**src/rtl/conv1d_pkg.sv**
```systemverilog
// Shared types and width helper for the weight-stationary 1-D convolution row.
package conv1d_pkg;

  typedef enum logic [1:0] {
    EMPTY = 2'd0,
    LOAD  = 2'd1,
    RUN   = 2'd2
  } state_t;

  // Default accumulator width: full product plus growth for K additions plus sign guard.
  function automatic int unsigned acc_w(input int unsigned dw, input int unsigned k);
    return 2 * dw + $clog2(k) + 1;
  endfunction

endpackage

```
**src/rtl/conv1d_systolic_row_if.sv**
```systemverilog
// Weight-load, activation-in and psum-out handshake bundle for conv1d_systolic_row.
interface conv1d_systolic_row_if
  import conv1d_pkg::*;
#(
  parameter int unsigned DATA_WIDTH = 8,
  parameter int unsigned ACC_WIDTH  = acc_w(8, 3)
);

  logic                         w_valid;
  logic signed [DATA_WIDTH-1:0] w_data;
  logic                         w_ready;

  logic                         valid_in;
  logic signed [DATA_WIDTH-1:0] data_in;
  logic                         frame_start;
  logic                         ready_in;

  logic                         valid_out;
  logic                         ready_out;
  logic signed [ACC_WIDTH-1:0]  psum_out;
  logic                         weights_ok;

  modport master (
    output w_valid, w_data, valid_in, data_in, frame_start, ready_out,
    input  w_ready, ready_in, valid_out, psum_out, weights_ok
  );

  modport slave (
    input  w_valid, w_data, valid_in, data_in, frame_start, ready_out,
    output w_ready, ready_in, valid_out, psum_out, weights_ok
  );

endinterface

```
**src/rtl/conv_pe.sv**
```systemverilog
// One transposed-form tap: stationary weight, signed multiply, add downstream psum, psum register.
module conv_pe #(
  parameter int unsigned DATA_WIDTH = 8,
  parameter int unsigned ACC_WIDTH  = 19
) (
  input  logic                         clk,
  input  logic                         rst_n,
  input  logic                         w_load,
  input  logic signed [DATA_WIDTH-1:0] w_data,
  input  logic                         en,
  input  logic                         clear,
  input  logic signed [DATA_WIDTH-1:0] x,
  input  logic signed [ACC_WIDTH-1:0]  psum_in,
  output logic signed [ACC_WIDTH-1:0]  psum_out
);

  localparam int unsigned PW = 2 * DATA_WIDTH;
  localparam int unsigned XW = ACC_WIDTH - PW;

  logic signed [DATA_WIDTH-1:0] w_q;
  logic signed [PW-1:0]         prod;
  logic signed [ACC_WIDTH-1:0]  prod_ext;
  logic signed [ACC_WIDTH-1:0]  psum_d;

  always_comb begin : p_mac
    prod     = w_q * x;
    prod_ext = {{XW{prod[PW-1]}}, prod};
    psum_d   = prod_ext + (clear ? ACC_WIDTH'(0) : psum_in);
  end

  always_ff @(posedge clk or negedge rst_n) begin : p_regs
    if (!rst_n) begin
      w_q      <= '0;
      psum_out <= '0;
    end else begin
      if (w_load) w_q <= w_data;
      if (en)     psum_out <= psum_d;
    end
  end

endmodule

```
**src/rtl/conv1d_systolic_row.sv**
```systemverilog
// Weight-stationary 1-D convolution row, K taps in transposed form with registered psum output.
// Optional build macro CONV1D_RELU_EN clamps negative results to zero at the output register.
module conv1d_systolic_row
  import conv1d_pkg::*;
#(
  parameter int unsigned DATA_WIDTH  = 8,
  parameter int unsigned KERNEL_SIZE = 3,
  parameter int unsigned ACC_WIDTH   = acc_w(DATA_WIDTH, KERNEL_SIZE)
) (
  input  logic                  clk,
  input  logic                  rst_n,
  conv1d_systolic_row_if.slave  bus
);

  localparam int unsigned DW = DATA_WIDTH;
  localparam int unsigned AW = ACC_WIDTH;
  localparam int unsigned K  = KERNEL_SIZE;
  localparam int unsigned CW = (K > 1) ? $clog2(K) : 1;
  localparam int unsigned PW = 2 * DW;
  localparam int unsigned XW = AW - PW;
  localparam logic [CW-1:0] LAST = CW'(K - 1);

  state_t            state_q, state_d;
  logic [CW-1:0]     wcnt_q, wcnt_d;
  logic [CW-1:0]     count_q, count_d, n_eff;
  logic              weights_ok_q;
  logic              fresh_q;
  logic              valid_out_q;
  logic signed [AW-1:0] psum_q, psum_d;
  logic signed [DW-1:0] w0_q;

  logic              w_rdy, s_rdy, w_acc, s_acc, clear, produce;
  logic signed [PW-1:0] prod0;
  logic signed [AW-1:0] y;
  logic signed [AW-1:0] psum_link [K];

  // Weight port wins over activations; samples only flow once a full set is loaded.
  assign w_rdy = (state_q != RUN) || !valid_out_q;
  assign s_rdy = (state_q == RUN) && !bus.w_valid && (!valid_out_q || bus.ready_out);
  assign w_acc = bus.w_valid && w_rdy;
  assign s_acc = bus.valid_in && s_rdy;

  always_ff @(posedge clk or negedge rst_n) begin : p_fsm_q
    if (!rst_n) begin
      state_q <= EMPTY;
      wcnt_q  <= '0;
    end else begin
      state_q <= state_d;
      wcnt_q  <= wcnt_d;
    end
  end

  // Any accepted word starts or continues a load; the K-th word arms RUN.
  always_comb begin : p_fsm_d
    state_d = state_q;
    wcnt_d  = wcnt_q;
    if (w_acc) begin
      if (wcnt_q == LAST) begin
        state_d = RUN;
        wcnt_d  = '0;
      end else begin
        state_d = LOAD;
        wcnt_d  = wcnt_q + CW'(1);
      end
    end
  end

  // Tap 0 is combinational so a full-kernel sum leaves in the accepting cycle.
  always_comb begin : p_tap0
    clear   = bus.frame_start || fresh_q;
    n_eff   = clear ? '0 : count_q;
    produce = (n_eff == LAST);
    count_d = produce ? n_eff : n_eff + CW'(1);
    prod0   = w0_q * bus.data_in;
    y       = {{XW{prod0[PW-1]}}, prod0} + (clear ? AW'(0) : psum_link[0]);
`ifdef CONV1D_RELU_EN
    psum_d  = y[AW-1] ? AW'(0) : y;
`else
    psum_d  = y;
`endif
  end

  assign psum_link[K-1] = '0;

  for (genvar i = 1; i < K; i++) begin : g_tap
    conv_pe #(
      .DATA_WIDTH (DW),
      .ACC_WIDTH  (AW)
    ) u_pe (
      .clk      (clk),
      .rst_n    (rst_n),
      .w_load   (w_acc && (wcnt_q == CW'(i))),
      .w_data   (bus.w_data),
      .en       (s_acc),
      .clear    (clear),
      .x        (bus.data_in),
      .psum_in  (psum_link[i]),
      .psum_out (psum_link[i-1])
    );
  end

  always_ff @(posedge clk or negedge rst_n) begin : p_dp
    if (!rst_n) begin
      weights_ok_q <= 1'b0;
      fresh_q      <= 1'b1;
      count_q      <= '0;
      valid_out_q  <= 1'b0;
      psum_q       <= '0;
      w0_q         <= '0;
    end else begin
      weights_ok_q <= (state_d == RUN);
      if (w_acc)      fresh_q <= 1'b1;
      else if (s_acc) fresh_q <= 1'b0;
      if (w_acc && (wcnt_q == '0)) w0_q <= bus.w_data;
      if (s_acc) count_q <= count_d;
      if (s_acc && produce) begin
        valid_out_q <= 1'b1;
        psum_q      <= psum_d;
      end else if (bus.ready_out) begin
        valid_out_q <= 1'b0;
      end
    end
  end

  assign bus.w_ready    = w_rdy;
  assign bus.ready_in   = s_rdy;
  assign bus.valid_out  = valid_out_q;
  assign bus.psum_out   = psum_q;
  assign bus.weights_ok = weights_ok_q;

endmodule
```
**src/flat_wrapper.sv**
```systemverilog
// flat-port wrapper written by rule: the top's interface ports become plain ports
module conv1d_systolic_row_flat import conv1d_pkg::*;
#(
  parameter int unsigned DATA_WIDTH  = 8,
  parameter int unsigned KERNEL_SIZE = 3,
  parameter int unsigned ACC_WIDTH   = acc_w(DATA_WIDTH, KERNEL_SIZE)
)
  (clk, rst_n, bus_w_valid, bus_w_data, bus_valid_in, bus_data_in, bus_frame_start, bus_ready_out, bus_w_ready, bus_ready_in, bus_valid_out, bus_psum_out, bus_weights_ok);
  conv1d_systolic_row_if #(.DATA_WIDTH(DATA_WIDTH), .ACC_WIDTH(ACC_WIDTH)) bus_i ();
  input  logic clk;
  input  logic rst_n;
  input wire logic [$bits(bus_i.w_valid)-1:0] bus_w_valid;
  input wire logic [$bits(bus_i.w_data)-1:0] bus_w_data;
  input wire logic [$bits(bus_i.valid_in)-1:0] bus_valid_in;
  input wire logic [$bits(bus_i.data_in)-1:0] bus_data_in;
  input wire logic [$bits(bus_i.frame_start)-1:0] bus_frame_start;
  input wire logic [$bits(bus_i.ready_out)-1:0] bus_ready_out;
  output wire logic [$bits(bus_i.w_ready)-1:0] bus_w_ready;
  output wire logic [$bits(bus_i.ready_in)-1:0] bus_ready_in;
  output wire logic [$bits(bus_i.valid_out)-1:0] bus_valid_out;
  output wire logic [$bits(bus_i.psum_out)-1:0] bus_psum_out;
  output wire logic [$bits(bus_i.weights_ok)-1:0] bus_weights_ok;
  assign bus_i.w_valid = bus_w_valid;
  assign bus_i.w_data = bus_w_data;
  assign bus_i.valid_in = bus_valid_in;
  assign bus_i.data_in = bus_data_in;
  assign bus_i.frame_start = bus_frame_start;
  assign bus_i.ready_out = bus_ready_out;
  assign bus_w_ready = bus_i.w_ready;
  assign bus_ready_in = bus_i.ready_in;
  assign bus_valid_out = bus_i.valid_out;
  assign bus_psum_out = bus_i.psum_out;
  assign bus_weights_ok = bus_i.weights_ok;
  conv1d_systolic_row #(.DATA_WIDTH(DATA_WIDTH), .KERNEL_SIZE(KERNEL_SIZE), .ACC_WIDTH(ACC_WIDTH)) u_core (.clk(clk), .rst_n(rst_n), .bus(bus_i));
endmodule
```
**config.mk**
```make
export PLATFORM = sky130hd
export DESIGN_NAME = conv1d_systolic_row_flat
export DESIGN_NICKNAME = d
export VERILOG_FILES = /design/src/rtl/conv1d_pkg.sv /design/src/rtl/conv1d_systolic_row_if.sv /design/src/rtl/conv_pe.sv /design/src/rtl/conv1d_systolic_row.sv /design/src/flat_wrapper.sv
export SDC_FILE = /design/constraint.sdc
export NUM_CORES = 1
export LEC_CHECK = 0
export ABC_AREA = 1
export CAP_MARGIN = 20
export CORE_MARGIN = 2
export CORE_UTILIZATION = 40
export CTS_BUF_LIST = sky130_fd_sc_hd__clkbuf_8 sky130_fd_sc_hd__clkbuf_16
export DETAILED_ROUTE_END_ITERATION = 7
export PLACE_DENSITY_LB_ADDON = 0.3
export SYNTH_ARGS = -nofsm -noshare
export SYNTH_HDL_FRONTEND = slang
export SYNTH_SLANG_ARGS = --single-unit
```
**constraint.sdc**
```tcl
create_clock -name clk -period 7.45 [get_ports clk]
set_input_delay 1.49 -clock clk [delete_from_list [all_inputs] [get_ports clk]]
set_output_delay 1.49 -clock clk [all_outputs]
set_load 0.05 [all_outputs]
```
==> metrics.yaml, run 1 <==
end_kind: "register"
synth_nets: 2015
die-width_um: 184
grt_overflow: 0
worstMarginPinSlew_ns: 0.896
drv_cap: 0
cp_common_cell: "nand2_1"
vias: 10100
final_net_count: 2034
grt_pass1_vias: 10600
wl_per_cell_um: 14.1
synthTopCellsByArea: "fa_1 29%, dfrtp_1 17%, inv_1 13%"
clk_pin_slew_worst_paths_ns: 0.07
die_h_um: 184
ys.flop_type: "dfrtp_1"
setup-violations-final: 0
critPathLaunchType: "input port"
final_cells: 2141
hold_path_class: "reg -> reg"
ff2ff_setup_slack_ns: 1.71
drt_pass1_iterations: 5
synth_mux_area_share_pct: 0
crit_arrival_ns: 7.15
yosys_warnings: 0
htreeDepth: 3
synth-simple-area-share_pct: 18.4
port_buffers: 44
dieArea_sq_um: 33900
worstHoldPathCells: 2
place_congestion: 0.886
syn_area_sq_um: 13000
hold_viol: 0
grt_pass1_wl_um: 52600
synth_top_area_share_pct: 29.4
vias_per_cell: 4.73
grt_max_degree: 48
max_slew_margin_pct: 40.1
ff2ff_path_depth: 30
drc: 0
crit_end: "u_core.bus.psum_out[17]$_DFFE_PN0P_"
synthXorXnorAreaFrac_pct: 2.76
worstSetupPathType: "in -> reg"
critPathSlowestCell: "clkdlybuf4s50_1"
synthAdderAreaFrac_pct: 41.0
max_freq_mhz: 145
r2r-start: "u_core.w0_q[5]$_DFFE_PN0P_"
async_flop_share_pct: 100
yosys-top-cells-count: "442 x inv_1, 409 x nand2_1, 191 x fa_1"
ant_nets: 0
synth_top_area_cell: "fa_1"
synth_cell_types: 45
layout_min_cycle_time_ns: 6.91
synth_top_family_by_area: "adder cells"
worstSkewPairLatency_ns: 0.36
fin_crit_sh_pct: 92.8
dp.cells: 2125
rsz0062_at_grt: "no"
fin_skew_ns: 0.0127
cts_setup_buffers: 0
drive_above_1_share_pct: 4.45
antenna_cells: 0
grt_usage_pct: 19.7
ys_seq_area_share_pct: 16.8
critical_path_required_ns: 7.69
cp_max_fo: 13
postLayoutCoreUtil_pct: 44.8
antenna_found_initial: 0
syn_inst: 1682
slowest_delay_ns: 0.53
synth_edf_count: 0
core_region_area_sq_um: 31800
boundaryPins: 45
slew_violations: 0
synth-seq-cells: 87
hpwl_um: 25100
synth-compound-area-share_pct: 6.40
tritoncts: "built"
initialDrtViolationCount: 477
clock-root-buffer: "clkbuf_16"
cts_sinks: 87
holdBufCountCts: 0
numCtsBuffers: 9
fillers: 3240
critPathLaunch: "bus_data_in[7]"
reg2reg_to: "u_core.bus.psum_out[17]$_DFFE_PN0P_"
floorplan.initialDensity_pct: 40.9
synth_most_common_cell: "inv_1"
tns_ns: 0
syn2layout_area_growth_pct: 9.68
cts.path.max_buffers: 2
synth_area_per_cell_sq_um: 7.72
num_rows: 65
routed_wl_um: 30200
status: "finished clean"
-- per-layer routing --
metal / vias up / GRT usage, % / share of wire (%)
met5: - / 0 / 0
li1: 4969 / - / -
met1: 4936 / 27.5 / 47
met2: 196 / 33.1 / 46
met4: 0 / 3.65 / 1.2
met3: 25 / 2.43 / 5.0
-- flip-flops by register name, summed over array words and instances (netlist names) --
| signal | cells |
|---|---|
| u_core.bus.psum_out | 19 |
| u_core.bus.valid_out | 1 |
| u_core.bus.weights_ok | 1 |
| u_core.count_q | 2 |
| u_core.fresh_q | 1 |
| u_core.g_tap.u_pe.psum_out | 35 |
| u_core.g_tap.u_pe.w_q | 16 |
| u_core.state_q | 2 |
| u_core.w0_q | 8 |
| u_core.wcnt_q | 2 |
-- repair_timing --
action                     4_1_cts  5_1_grt
hold endpoints to repair         0        0
setup endpoints to repair        0        1
resized for setup                0        3
-- layout make-up --
class | count | area, sq um | area share [%]
multi-input combinational | 1090 | 8910 | 62.5
sequential | 87 | 2180 | 15.3
inverter | 447 | 1680 | 11.8
timing repair buffer | 66 | 608 | 4.27
tap | 435 | 544 | 3.82
clock buffer | 10 | 239 | 1.68
clock inverter | 6 | 91.3 | 0.641
-- critical path: cells and delay by family --
kind	cells	cell delay [ns]
and+or+nand+nor	17	1.53
xor gates and xnor gates	1	0.17
buffers and inverters	9	1.21
AOI/OAI and AO/OA	1	0.20
adders and majority gates	6	2.53
-- placed cells by master (no fill, tap or decap), drive strengths merged, types with 3 or more instances in the layout --
cell type        n
dfrtp           86
inv            447
a21oi           47
a31oi            3
nand3           48
nand2          416
nand3b           6
ha             120
clkdlybuf4s50   41
clkbuf          10
clkinv           4
a21o             3
xnor2           22
buf             23
nor2            86
xor2            19
nor3             5
a21boi           3
fa             191
o21ai           89
or2             16
-- through the flow --
stage                     hold slack, ns  area (sq um)  setup WS [ns]
final                              0.472         14200          0.539
after global routing               0.501         14200        0.00280
after CTS                          0.478         14200          0.472
after detailed placement           0.464         13900          0.104
after global placement             0.464         13900          0.233
after floorplan                    0.449         13000          0.991
-- how the worst min path moves through the flow --
stage | startpoint | endpoint | slack, ns
after floorplan | u_core.g_tap[1].u_pe.psum_out[17]$_DFFE_PN0P_ | u_core.g_tap[1].u_pe.psum_out[17]$_DFFE_PN0P_ | 0.45
after global placement | u_core.count_q[1]$_DFFE_PN0P_ | u_core.count_q[1]$_DFFE_PN0P_ | 0.46
after CTS | u_core.fresh_q$_DFFE_PN1P_ | u_core.fresh_q$_DFFE_PN1P_ | 0.48
after global routing | u_core.fresh_q$_DFFE_PN1P_ | u_core.fresh_q$_DFFE_PN1P_ | 0.50
final | u_core.fresh_q$_DFFE_PN1P_ | u_core.fresh_q$_DFFE_PN1P_ | 0.47
after detailed placement | u_core.bus.psum_out[8]$_DFFE_PN0P_ | u_core.bus.psum_out[8]$_DFFE_PN0P_ | 0.46
-- kinds of logic after synthesis --
family | count (synthesis)
and+or+nand+nor | 582
xor gates and xnor gates | 41
buffers and inverters | 505
DFF | 87
AOI/OAI and AO/OA | 156
adders and majority gates | 311
Power of run 1 is left out: the tool's default activity adds up to more than one toggle a clock period on the data nets, which glitch-free logic cannot reach.
==> inputs of run 2 (changes only) <==
ABC_AREA = unset   (was 1)
SYNTH_HIERARCHICAL = 1   (was unset)
==> metrics.yaml, run 2 <==
htreeDepth: 3
reg_top3: "u_core/g_tap.u_pe/psum_out: 38 flops, u_core/bus.psum_out: 19 flops, u_core/g_tap.u_pe/w_q: 16 flops"
synth_cell_types: 69
hpwl_um: 25300
ys_seq_area_share_pct: 16.2
grt_max_degree: 77
synth-seq-cells: 90
setup_ws_ns: 0.238
max_slew_margin_pct: 40.3
fin_skew_ns: 0.0114
fin_crit_sh_pct: 96.8
max_freq_mhz: 139
antenna_cells: 0
port_buffers: 44
die-width_um: 191
critPathLaunchType: "input port"
cts.path.max_buffers: 2
largest-register: "u_core/g_tap.u_pe/psum_out"
floorplan.initialDensity_pct: 40.4
synth_top_area_cell: "fa_1"
largest_reg_flops: 38
layout_commonest_cell: "inv_1"
drv_cap: 0
layout_min_cycle_time_ns: 7.21
vias: 9827
ff2ff_setup_slack_ns: 1.31
setup-violations-final: 0
synthTopCellsByArea: "fa_1 32%, dfrtp_1 16%, ha_1 12%"
worstSkewPairLatency_ns: 0.36
worstMarginPinSlew_ns: 0.891
worstSetupPathType: "in -> reg"
holdBufCountCts: 0
clk_pin_slew_worst_paths_ns: 0.08
syn_area_sq_um: 13900
routed_wl_um: 30000
hold_viol: 0
synth_edf_count: 0
status: "finished clean"
ant_nets: 0
wl_per_cell_um: 15.0
grt_overflow: 0
synth_top_area_share_pct: 32.2
drc: 0
antenna_found_initial: 0
grt_usage_pct: 18.2
core_region_area_sq_um: 34500
place_congestion: 0.885
end_kind: "register"
boundaryPins: 45
numCtsBuffers: 9
initialDrtViolationCount: 315
critical_path_required_ns: 7.74
drive_above_1_share_pct: 10.2
die_h_um: 191
num_rows: 68
synth_area_per_cell_sq_um: 9.77
yosys-top-cells-count: "265 x inv_1, 224 x fa_1, 137 x ha_1"
cp_max_fo: 6
synth_most_common_cell: "inv_1"
dieArea_sq_um: 36400
ys.flop_type: "dfrtp_1"
syn_inst: 1426
drt_pass1_iterations: 5
clock-root-buffer: "clkbuf_16"
final_net_count: 1925
tritoncts: "built"
grt_pass1_vias: 10800
syn2layout_area_growth_pct: 13.5
layout_common_cells: "265 x inv_1, 224 x fa_1, 137 x ha_1"
tns_ns: 0
grt_pass1_wl_um: 52900
crit_arrival_ns: 7.50
pre_cts_ws_ns: -0.195
yosys_warnings: 6
vias_per_cell: 4.91
async_flop_share_pct: 100
cts_sinks: 90
slew_violations: 0
hold_path_class: "reg -> reg"
[run 2: cell types whose count changed after synthesis, moves of 36 or more]
cell | previous run | this run
mux2_2 | 0 | 53
o21ai_0 | 85 | 42
nand2_1 | 409 | 118
and2_1 | 0 | 126
inv_1 | 442 | 265
nor2b_1 | 0 | 36
nor2_1 | 82 | 46
[run 2: cell families after synthesis]
logic type	synth area share (%)
xor+xnor	4.20
fa+ha+maj	44.5
other cells	0.0269
flops	16.2
buf+inv	8.07
simple gates	14.9
mux	4.50
compound gates	7.69
[run 2: final timing paths]
path / start / endpoint / depth (start not counted)
setup reg to reg: u_core/w0_q[3]$_DFFE_PN0P_ / u_core/bus.psum_out[18]$_DFFE_PN0P_ / 25
min in group asynchronous: rst_n / u_core/w0_q[1]$_DFFE_PN0P_ / 1
hold / removal: u_core/bus.psum_out[5]$_DFFE_PN0P_ / u_core/bus.psum_out[5]$_DFFE_PN0P_ / 2
max in group asynchronous: rst_n / u_core/g_tap[2].u_pe/psum_out[8]$_DFFE_PN0P_ / 3
hold reg to reg: u_core/bus.psum_out[5]$_DFFE_PN0P_ / u_core/bus.psum_out[5]$_DFFE_PN0P_ / 2
setup / recovery: bus_data_in[5] / u_core/bus.psum_out[18]$_DFFE_PN0P_ / 25
[run 2: routing by layer]
metal | wire (um) | track usage (%) | vias to the layer above
met2 | 15500 | 33.3 | 128
met5 | 0 | 0 | -
met4 | 423 | 3.52 | 0
met3 | 735 | 2.08 | 25
met1 | 13300 | 23.2 | 4955
li1 | - | - | 4719
[run 2: through the flow]
step	hold WS [ns]	utilization (%)	std cells	area, sq um
CTS	0.489	45.6	1999	15700
detailed placement	0.470	44.7	1983	15400
floorplan	0.444	-	1444	14000
global route	0.506	45.9	2002	15800
finish	0.482	45.9	2002	15800
global placement	0.458	44.7	1983	15400
[run 2: final cells by class]
type | count | area, sq um
inverters | 270 | 1010
multi-input cells | 1060 | 10700
well taps | 455 | 569
repair buffers | 111 | 1010
clock inverters | 7 | 83.8
clock buffers | 9 | 225
fillers | 3316 | 18600
flip-flops and latches | 90 | 2250
[run 2: worst max-delay path: stages]
cell	delay, ns
clkdlybuf4s50_1	0.47
buf_4	0.16
and2_1	0.14
fa_1	0.45
fa_1	0.52
fa_1	0.55
inv_1	0.06
fa_1	0.53
inv_1	0.04
ha_1	0.30
buf_4	0.16
a221oi_4	0.30
nand2_1	0.13
a31oi_2	0.19
o21ai_0	0.13
xnor2_1	0.16
ha_1	0.35
nand3_1	0.09
nor2_1	0.10
o211ai_1	0.15
a31oi_2	0.31
nand3_1	0.10
mux2_2	0.28
a211o_1	0.26
nand3_1	0.08
[run 2: timing repair]
action | CTS | global route
setup buffers | 0 | 1
endpoints found under the setup margin | 0 | 2
gates resized for setup | 0 | 15
Power of run 2 is left out for the same reason.
